<file path="src/rtl/instr_fetch_unit.sv">
// Instruction fetch front end: PC, in-order imem request/response tracking,
// prefetch FIFO toward decode, and redirect flush with stale-response dropping.
module instr_fetch_unit #(
  parameter logic [31:0] RESET_PC   = 32'h0000_0000,
  parameter int          FIFO_DEPTH = 2
) (
  input  logic        clk,
  input  logic        rst,
  output logic        imem_req_valid,
  input  logic        imem_req_ready,
  output logic [31:0] imem_req_addr,
  input  logic        imem_rsp_valid,
  input  logic [31:0] imem_rsp_data,
  output logic        inst_valid,
  input  logic        inst_ready,
  output logic [31:0] inst,
  output logic [31:0] inst_pc,
  output logic [6:0]  opcode,
  input  logic        redirect_valid,
  input  logic [31:0] redirect_pc,
  output logic        busy
);

  localparam int PW = $clog2(FIFO_DEPTH);
  localparam int CW = PW + 1;
  // Stale requests can pile up across several quick redirects, so the drop
  // counter gets extra headroom beyond one FIFO's worth of credits.
  localparam int DW = CW + 4;
  localparam logic [CW:0] DEPTH_C = (CW + 1)'(FIFO_DEPTH);

  logic [31:0]   r_pc;
  logic [CW-1:0] r_occ;
  logic [CW-1:0] r_outstanding;
  logic [DW-1:0] r_drop_cnt;
  logic [PW-1:0] r_wr_ptr;
  logic [PW-1:0] r_rd_ptr;
  logic [PW-1:0] r_pcq_wr;
  logic [PW-1:0] r_pcq_rd;
  logic [31:0]   r_fifo_inst [FIFO_DEPTH];
  logic [31:0]   r_fifo_pc   [FIFO_DEPTH];
  logic [31:0]   r_pcq       [FIFO_DEPTH];

  logic [CW:0]   w_credit_used;
  logic          w_req_valid;
  logic          w_hs;
  logic          w_rsp_drop;
  logic          w_push;
  logic          w_pop;
  logic          w_unused;

  assign w_unused      = &{1'b0, redirect_pc[1:0]};
  assign w_credit_used = {1'b0, r_occ} + {1'b0, r_outstanding};
  assign w_req_valid   = !rst && !redirect_valid && (w_credit_used < DEPTH_C);
  assign w_hs          = w_req_valid && imem_req_ready;
  assign w_rsp_drop    = imem_rsp_valid && (r_drop_cnt != '0);
  assign w_push        = !rst && imem_rsp_valid && (r_drop_cnt == '0) && !redirect_valid;
  assign w_pop         = inst_valid && inst_ready && !redirect_valid;

  // r_outstanding counts only live requests; on redirect they all move into
  // r_drop_cnt, and responses always retire stale requests first (in order).
  always_ff @(posedge clk or posedge rst) begin
    if (rst) begin
      r_pc          <= RESET_PC;
      r_occ         <= '0;
      r_outstanding <= '0;
      r_drop_cnt    <= '0;
      r_wr_ptr      <= '0;
      r_rd_ptr      <= '0;
      r_pcq_wr      <= '0;
      r_pcq_rd      <= '0;
    end else if (redirect_valid) begin
      r_pc          <= {redirect_pc[31:2], 2'b00};
      r_occ         <= '0;
      r_outstanding <= '0;
      r_drop_cnt    <= r_drop_cnt + DW'(r_outstanding) - DW'(imem_rsp_valid);
      r_wr_ptr      <= '0;
      r_rd_ptr      <= '0;
      r_pcq_wr      <= '0;
      r_pcq_rd      <= '0;
    end else begin
      if (w_hs) begin
        r_pc     <= r_pc + 32'd4;
        r_pcq_wr <= r_pcq_wr + PW'(1);
      end
      if (w_rsp_drop) begin
        r_drop_cnt <= r_drop_cnt - DW'(1);
      end
      if (w_push) begin
        r_wr_ptr <= r_wr_ptr + PW'(1);
        r_pcq_rd <= r_pcq_rd + PW'(1);
      end
      if (w_pop) begin
        r_rd_ptr <= r_rd_ptr + PW'(1);
      end
      r_outstanding <= r_outstanding + CW'(w_hs) - CW'(w_push);
      r_occ         <= r_occ + CW'(w_push) - CW'(w_pop);
    end
  end

  always_ff @(posedge clk) begin
    if (w_hs) begin
      r_pcq[r_pcq_wr] <= r_pc;
    end
    if (w_push) begin
      r_fifo_inst[r_wr_ptr] <= imem_rsp_data;
      r_fifo_pc[r_wr_ptr]   <= r_pcq[r_pcq_rd];
    end
  end

  // Empty FIFO presents all-zero fields so the decoder falls to its default.
  assign inst_valid     = (r_occ != '0);
  assign inst           = inst_valid ? r_fifo_inst[r_rd_ptr] : 32'h0;
  assign inst_pc        = inst_valid ? r_fifo_pc[r_rd_ptr] : 32'h0;
  assign opcode         = inst[6:0];
  assign imem_req_valid = w_req_valid;
  assign imem_req_addr  = r_pc;
  assign busy           = (r_outstanding != '0) || (r_drop_cnt != '0);

endmodule

</file>
<file path="config.mk">
export PLATFORM = sky130hd
export DESIGN_NAME = instr_fetch_unit
export DESIGN_NICKNAME = d
export VERILOG_FILES = /design/src/rtl/instr_fetch_unit.sv
export SDC_FILE = /design/constraint.sdc
export NUM_CORES = 1
export LEC_CHECK = 0
export CORE_MARGIN = 4
export CORE_UTILIZATION = 37
export CTS_BUF_LIST = sky130_fd_sc_hd__clkbuf_4
export DETAILED_ROUTE_END_ITERATION = 6
export RECOVER_POWER = 50
export SETUP_SLACK_MARGIN = 0.2
export SLEW_MARGIN = 20
export SYNTH_ARGS = -nofsm -noshare
export SYNTH_HDL_FRONTEND = slang
export SYNTH_SLANG_ARGS = --single-unit
</file>
<file path="constraint.sdc">
create_clock -name clk -period 4.7 [get_ports clk]
set_input_delay 1.175 -clock clk [delete_from_list [all_inputs] [get_ports clk]]
set_output_delay 1.175 -clock clk [all_outputs]
set_load 0.01 [all_outputs]
</file>
Word level (Yosys, flattened, before mapping)
Memories as Yosys holds them, arrays and structs flattened. Index checks and enable logic that the tools add are counted. W data, S select, Z words.

$add $sub $neg: 13. $lt $le $gt $ge: 1. Muxes and demuxes: 20. Reduce and logical (&&, ||, !) cells: 20.

Operator list (number): $mux W32 (4); $add A32 B3 Y32 const B (1); $mux W1 (12); $mux W6 (2); $reduce_bool A2 Y1 (6); $logic_and A1 B1 Y1 (9); $add A6 B2 Y6 (1); $logic_not A6 Y1 (1); $reduce_bool A6 Y1 (1); $sub A6 B1 Y6 (1); $sub A6 B1 Y6 const B (1); $add A1 B1 Y1 const B (4); $add A2 B1 Y2 (2); $mux W2 (2); $sub A2 B1 Y2 (2); $add A2 B2 Y3 (1); $lt A3 B2 Y1 const B (1); $logic_not A1 Y1 (2); $logic_or A1 B1 Y1 (1).

Flip-flop bits (word level): 46. Memory bits (writable): 192. Input bits: 70. Memories: 3.

Memories: r_fifo_inst (words 2, width 32, rd ports 1, clocked after memory_dff 0, wr ports 1, RTL line 39) `logic [31:0] r_fifo_inst [FIFO_DEPTH];`; r_fifo_pc (words 2, width 32, rd ports 1, clocked after memory_dff 0, wr ports 1, RTL line 40) `logic [31:0] r_fifo_pc [FIFO_DEPTH];`; r_pcq (words 2, width 32, rd ports 1, clocked after memory_dff 0, wr ports 1, RTL line 41) `logic [31:0] r_pcq [FIFO_DEPTH];`.

Logic depth before layout (Yosys ltp)
Depth after elaboration: 7. Gate-level depth with buffers: 14. Mapped depth without buffers: 11.

Worst setup path after synthesis
No wires, ideal clock.

Path kind: input port to flip-flop. Start: input port rst. End: memory r_fifo_inst[0][0], enable pin. Arrival time: 4.424 ns. Slack: -0.206 ns. Stages: 4. Path buffers: 0. Path through: nor3b_1 nor2b_1 inv_1 nor2_1.

Word-level cells in the longest chain between the ends: 6.

RTL lines: start, declared (RTL line 8) `input logic rst,`; $logic_not A1 Y1 (no source line); $logic_and A1 B1 Y1 (3 in series) (RTL line 56) `assign w_push = !rst && imem_rsp_valid && (r_drop_cnt == '0) && !redirect_valid;`; $mux W1 (RTL line 104) `if (w_push) begin`; $mux W1 (implied by the code) (RTL line 105) `r_fifo_inst[r_wr_ptr] <= imem_rsp_data;`; end, declared (RTL line 39).

No other way between the ends.

Worst setup path in the final report
Start: register r_occ[0]. End: output port imem_req_valid.

Word-level cells in the longest chain between the ends: 3.

RTL lines: start, declared (RTL line 32) `logic [CW-1:0] r_occ;`; start signal, assigned (RTL line 96) `r_occ <= r_occ + CW'(w_push) - CW'(w_pop);`; $add A2 B2 Y3 (RTL line 52) `assign w_credit_used = {1'b0, r_occ} + {1'b0, r_outstanding};`; $lt A3 B2 Y1 (RTL line 53) `assign w_req_valid = !rst && !redirect_valid && (w_credit_used < DEPTH_C);`; $logic_and A1 B1 Y1 (RTL line 53); end, declared (RTL line 9) `output logic imem_req_valid,`.

No other way between the ends.

==> impl_summary.log <==
INFO  metric synthArstFlopShare = 19.3%
INFO  metric post_cts_hold_buffer_count = 0
INFO  metric core_area = 26200 sq um
INFO  metric p_leak = around 4.5 nW
INFO  metric die_width = 171 um
INFO  metric period_needed = 4190 ps
INFO  metric setup_repair_after_global_routing_missed_its_margin = no
INFO  metric drive_gt1_share = ~14%
INFO  metric totalWireLength = around 23000 um
INFO  metric cts_tree = done
INFO  metric synth_area_per_cell = around 14 sq um
INFO  metric failing_checks = capacitance limit, slew limit
INFO  metric endpoint_kind = output pin
INFO  metric layout.filler_cells = around 2.3k
INFO  metric critPathLaunchType = flop
INFO  metric max_freq = between 0.2 and 0.25 GHz
INFO  metric utilization = 48.4%
INFO  metric holdWs = ~550 ps
INFO  metric setup_total_negative_slack = 0 ps
INFO  metric ir_drop = ~0.00023 V
INFO  metric ant_nets = 0
INFO  metric yosys_most_used_dff = sky130_fd_sc_hd__edfxtp_1
INFO  metric actual_slew_at_the_worst_max_slew_pin = about 2200 ps
INFO  metric worst_setup_path_category = flop to output pin
INFO  metric post_synth_inst_count = 711
INFO  metric std_cell_rows = 59
INFO  metric final.setup.worst_slack = roughly 500 ps
INFO  metric cts-htree-levels = 2
INFO  metric wl_met3 = approximately 1400 um
INFO  metric postSynthRegisterBits = about 230
INFO  metric cts.clk_slew.worst_paths = approximately 70 ps
INFO  metric syn2layout_area_growth = 28.3%
INFO  metric grt_max_degree = 67
INFO  metric final_min_period_over_clock_period = between 80% and 90%
INFO  metric synthesis.area = roughly 10000 sq um
INFO  metric viasPerCell = just under 5
INFO  metric synth-edff-count = 184
INFO  metric cts_setup_buffers = 0
INFO  metric vias = between 6k and 7k
INFO  metric worst-endpoint-arrival = a little over 3000 ps
INFO  metric slew_violations = 109
INFO  metric die-area = ~29000 sq um
INFO  metric non_filler_cells_final = about 1.3k
INFO  metric wirelength_met1 = a little under 10000 um
INFO  metric initial_utilization = 37.7%
INFO  metric remaining_drc_errors = 0
INFO  metric setup_violations = 0
INFO  metric die_y = between 150 and 200 um
INFO  metric dr.pass1.iters = 4
INFO  metric detailedPlacementHpwl = roughly 15000 um
INFO  metric number_of_primary_i_o_pins = 176
INFO  metric yosysUniqueCellTypes = 55
INFO  metric detail_route.wl_per_cell = around 17 um
INFO  metric clock_tree.root_cell = sky130_fd_sc_hd__clkbuf_4
INFO  metric cts_inserted_buffers = 60
INFO  metric outcome = complete, but fails checks
INFO  metric worstPathMaxFanout = 5
INFO  metric grt_pass1_vias = ~6.3k
INFO  metric max-slew-margin-rel = -48.7%
INFO  metric dr.max_layer_used = met4
INFO  metric grt_usage = 15.2%
INFO  metric final_nets = between 1k and 1.5k
INFO  metric layout_commonest_cell = sky130_fd_sc_hd__edfxtp_1
INFO  metric cp_data_required_time = roughly 3500 ps
INFO  metric synth_warnings = 0
INFO  metric final_global_route_overflow_total = 0
INFO  metric cts.sink_count = 228
INFO  metric clk_latency = 660 ps
INFO  metric detailroute.wirelength.met2 = between 10000 and 15000 um
INFO  metric initial_antenna_violation_count = 1
INFO  metric synth.yosys.seq_area_share = between 60 and 70%
INFO  metric detailedRoute.firstIterationViolations = 240
INFO  metric dpl.cell_count = roughly 1.2k
INFO  metric finalWeightedCongestion = approximately 0.76
INFO  metric worst_clock_skew = ~36 ps
INFO  metric min_path_type = flop to flop
INFO  metric ctsLongestPathBuffers = 3
INFO  metric power_per_cell_area = between 300 and 400 nW/um^2
INFO  metric portBuffers = between 150 and 200
INFO  metric grt_first_pass_wirelength = 34500 um
INFO  metric most-common-layout-cells = sky130_fd_sc_hd__edfxtp_1 (184), sky130_fd_sc_hd__clkdlybuf4s50_1 (134), sky130_fd_sc_hd__clkbuf_4 (97), sky130_fd_sc_hd__nor2_1 (85), sky130_fd_sc_hd__mux2i_1 (66)
INFO  metric detailedPlace.worstSlack = 983 ps
INFO  metric max_cap_violations = 3
INFO  metric timing_hold_violations_final = 0
INFO  metric cts.repair.resized = 0
==> sequential cells by signal, indices dropped and copies added (netlist names) <==
| signal | count |
|---|---|
| r_fifo_inst | 64 |
| r_occ | 2 |
| r_outstanding | 2 |
| r_rd_ptr | 1 |
| imem_req_addr | 30 |
| r_pcq_rd | 1 |
| r_pcq_wr | 1 |
| r_drop_cnt | 6 |
| r_wr_ptr | 1 |
| r_fifo_pc | 60 |
| r_pcq | 60 |
==> synth_stat cells (3+ instances only) <==
cell type,instances,area share [%]
sky130_fd_sc_hd__a21o_1,3,0.23
sky130_fd_sc_hd__a21oi_1,9,0.46
sky130_fd_sc_hd__a221o_1,3,0.30
sky130_fd_sc_hd__a22oi_1,3,0.23
sky130_fd_sc_hd__and2_1,4,0.25
sky130_fd_sc_hd__and3_1,4,0.25
sky130_fd_sc_hd__buf_1,9,0.34
sky130_fd_sc_hd__buf_4,13,0.99
sky130_fd_sc_hd__buf_6,3,0.34
sky130_fd_sc_hd__clkbuf_1,15,0.57
sky130_fd_sc_hd__dfrtp_1,44,11
sky130_fd_sc_hd__edfxtp_1,184,56
sky130_fd_sc_hd__ha_1,19,2.4
sky130_fd_sc_hd__inv_1,29,1.1
sky130_fd_sc_hd__mux2_2,30,3.4
sky130_fd_sc_hd__mux2i_1,66,6.7
sky130_fd_sc_hd__nand2_1,43,1.6
sky130_fd_sc_hd__nand3_1,24,1.2
sky130_fd_sc_hd__nand4_1,8,0.51
sky130_fd_sc_hd__nor2_1,87,3.3
sky130_fd_sc_hd__nor2b_1,9,0.57
sky130_fd_sc_hd__nor3_1,4,0.20
sky130_fd_sc_hd__o211ai_1,6,0.46
sky130_fd_sc_hd__o21ai_0,26,1.3
sky130_fd_sc_hd__o311ai_0,5,0.44
sky130_fd_sc_hd__o311ai_1,5,0.44
sky130_fd_sc_hd__or3_1,5,0.32
sky130_fd_sc_hd__or4_1,4,0.30
sky130_fd_sc_hd__xnor2_1,13,1.2
sky130_fd_sc_hd__xor2_1,4,0.35
==> path summary, 6_finish.rpt <==
check                                         end         start  depth (start not counted)  slack [ps]
worst max-delay path               imem_req_valid      r_occ[0]                          4         510
worst min-delay path             r_fifo_pc[1][10]  r_pcq[0][10]                          1         550
worst max register to register  imem_req_addr[28]      r_occ[0]                          8         800
worst min register to register   r_fifo_pc[1][10]  r_pcq[0][10]                          1         550
max in group asynchronous                r_rd_ptr           rst                          2        1840
min in group asynchronous           r_drop_cnt[2]           rst                          2        1600
==> worst max-delay path, cell delays in order (launching register included) <==
cell                              delay [ps]
sky130_fd_sc_hd__dfrtp_1                 420
sky130_fd_sc_hd__and2_0                  190
sky130_fd_sc_hd__fa_1                    440
sky130_fd_sc_hd__nor4_1                  670
sky130_fd_sc_hd__clkdlybuf4s50_1         670
==> kinds of logic (layout without fill, tap and decap cells) <==
kind of cell,after synthesis,count (layout),synth area share [%]
flops,228,228,67.0
simple gates,205,205,10.1
mux,96,96,10.1
compound gates,73,73,5.01
buf+inv,70,320,3.39
fa+ha+maj,21,21,2.81
xor+xnor,17,17,1.51
other cells,1,7,0.0379
==> through the flow <==
stage	instance area, sq um	power [mW]
after floorplan	9900	2.83
after global placement	11900	3.09
after detailed placement	11900	3.10
after CTS	12700	4.82
after global routing	12700	5.02
final	12700	4.74
==> cell type report <==
cell class | count | area (sq um) | area share (%)
diodes | 3 | 7.51 | 0.0592
clock buffers | 97 | 728 | 5.74
clock inverters | 11 | 46.3 | 0.365
inverters | 29 | 110 | 0.868
multi-input cells | 416 | 2940 | 23.1
flip-flops and latches | 228 | 6630 | 52.3
well taps | 335 | 419 | 3.31
repair buffers | 183 | 1810 | 14.2
==> power by group <==
group	switching, mW	leakage, nW	internal, mW
clock	0.768	0.471	0.926
sequential	0.0898	2.21	2.27
combinational	0.345	1.80	0.341
total	1.20	4.47	3.54
==> routing by layer <==
layer	vias up	GRT usage (%)
met5	-	0
met1	3008	19.4
met2	188	25.2
met4	0	5.58
li1	3066	-
met3	44	3.75
Note: power is estimated with default switching activity, not from simulation.
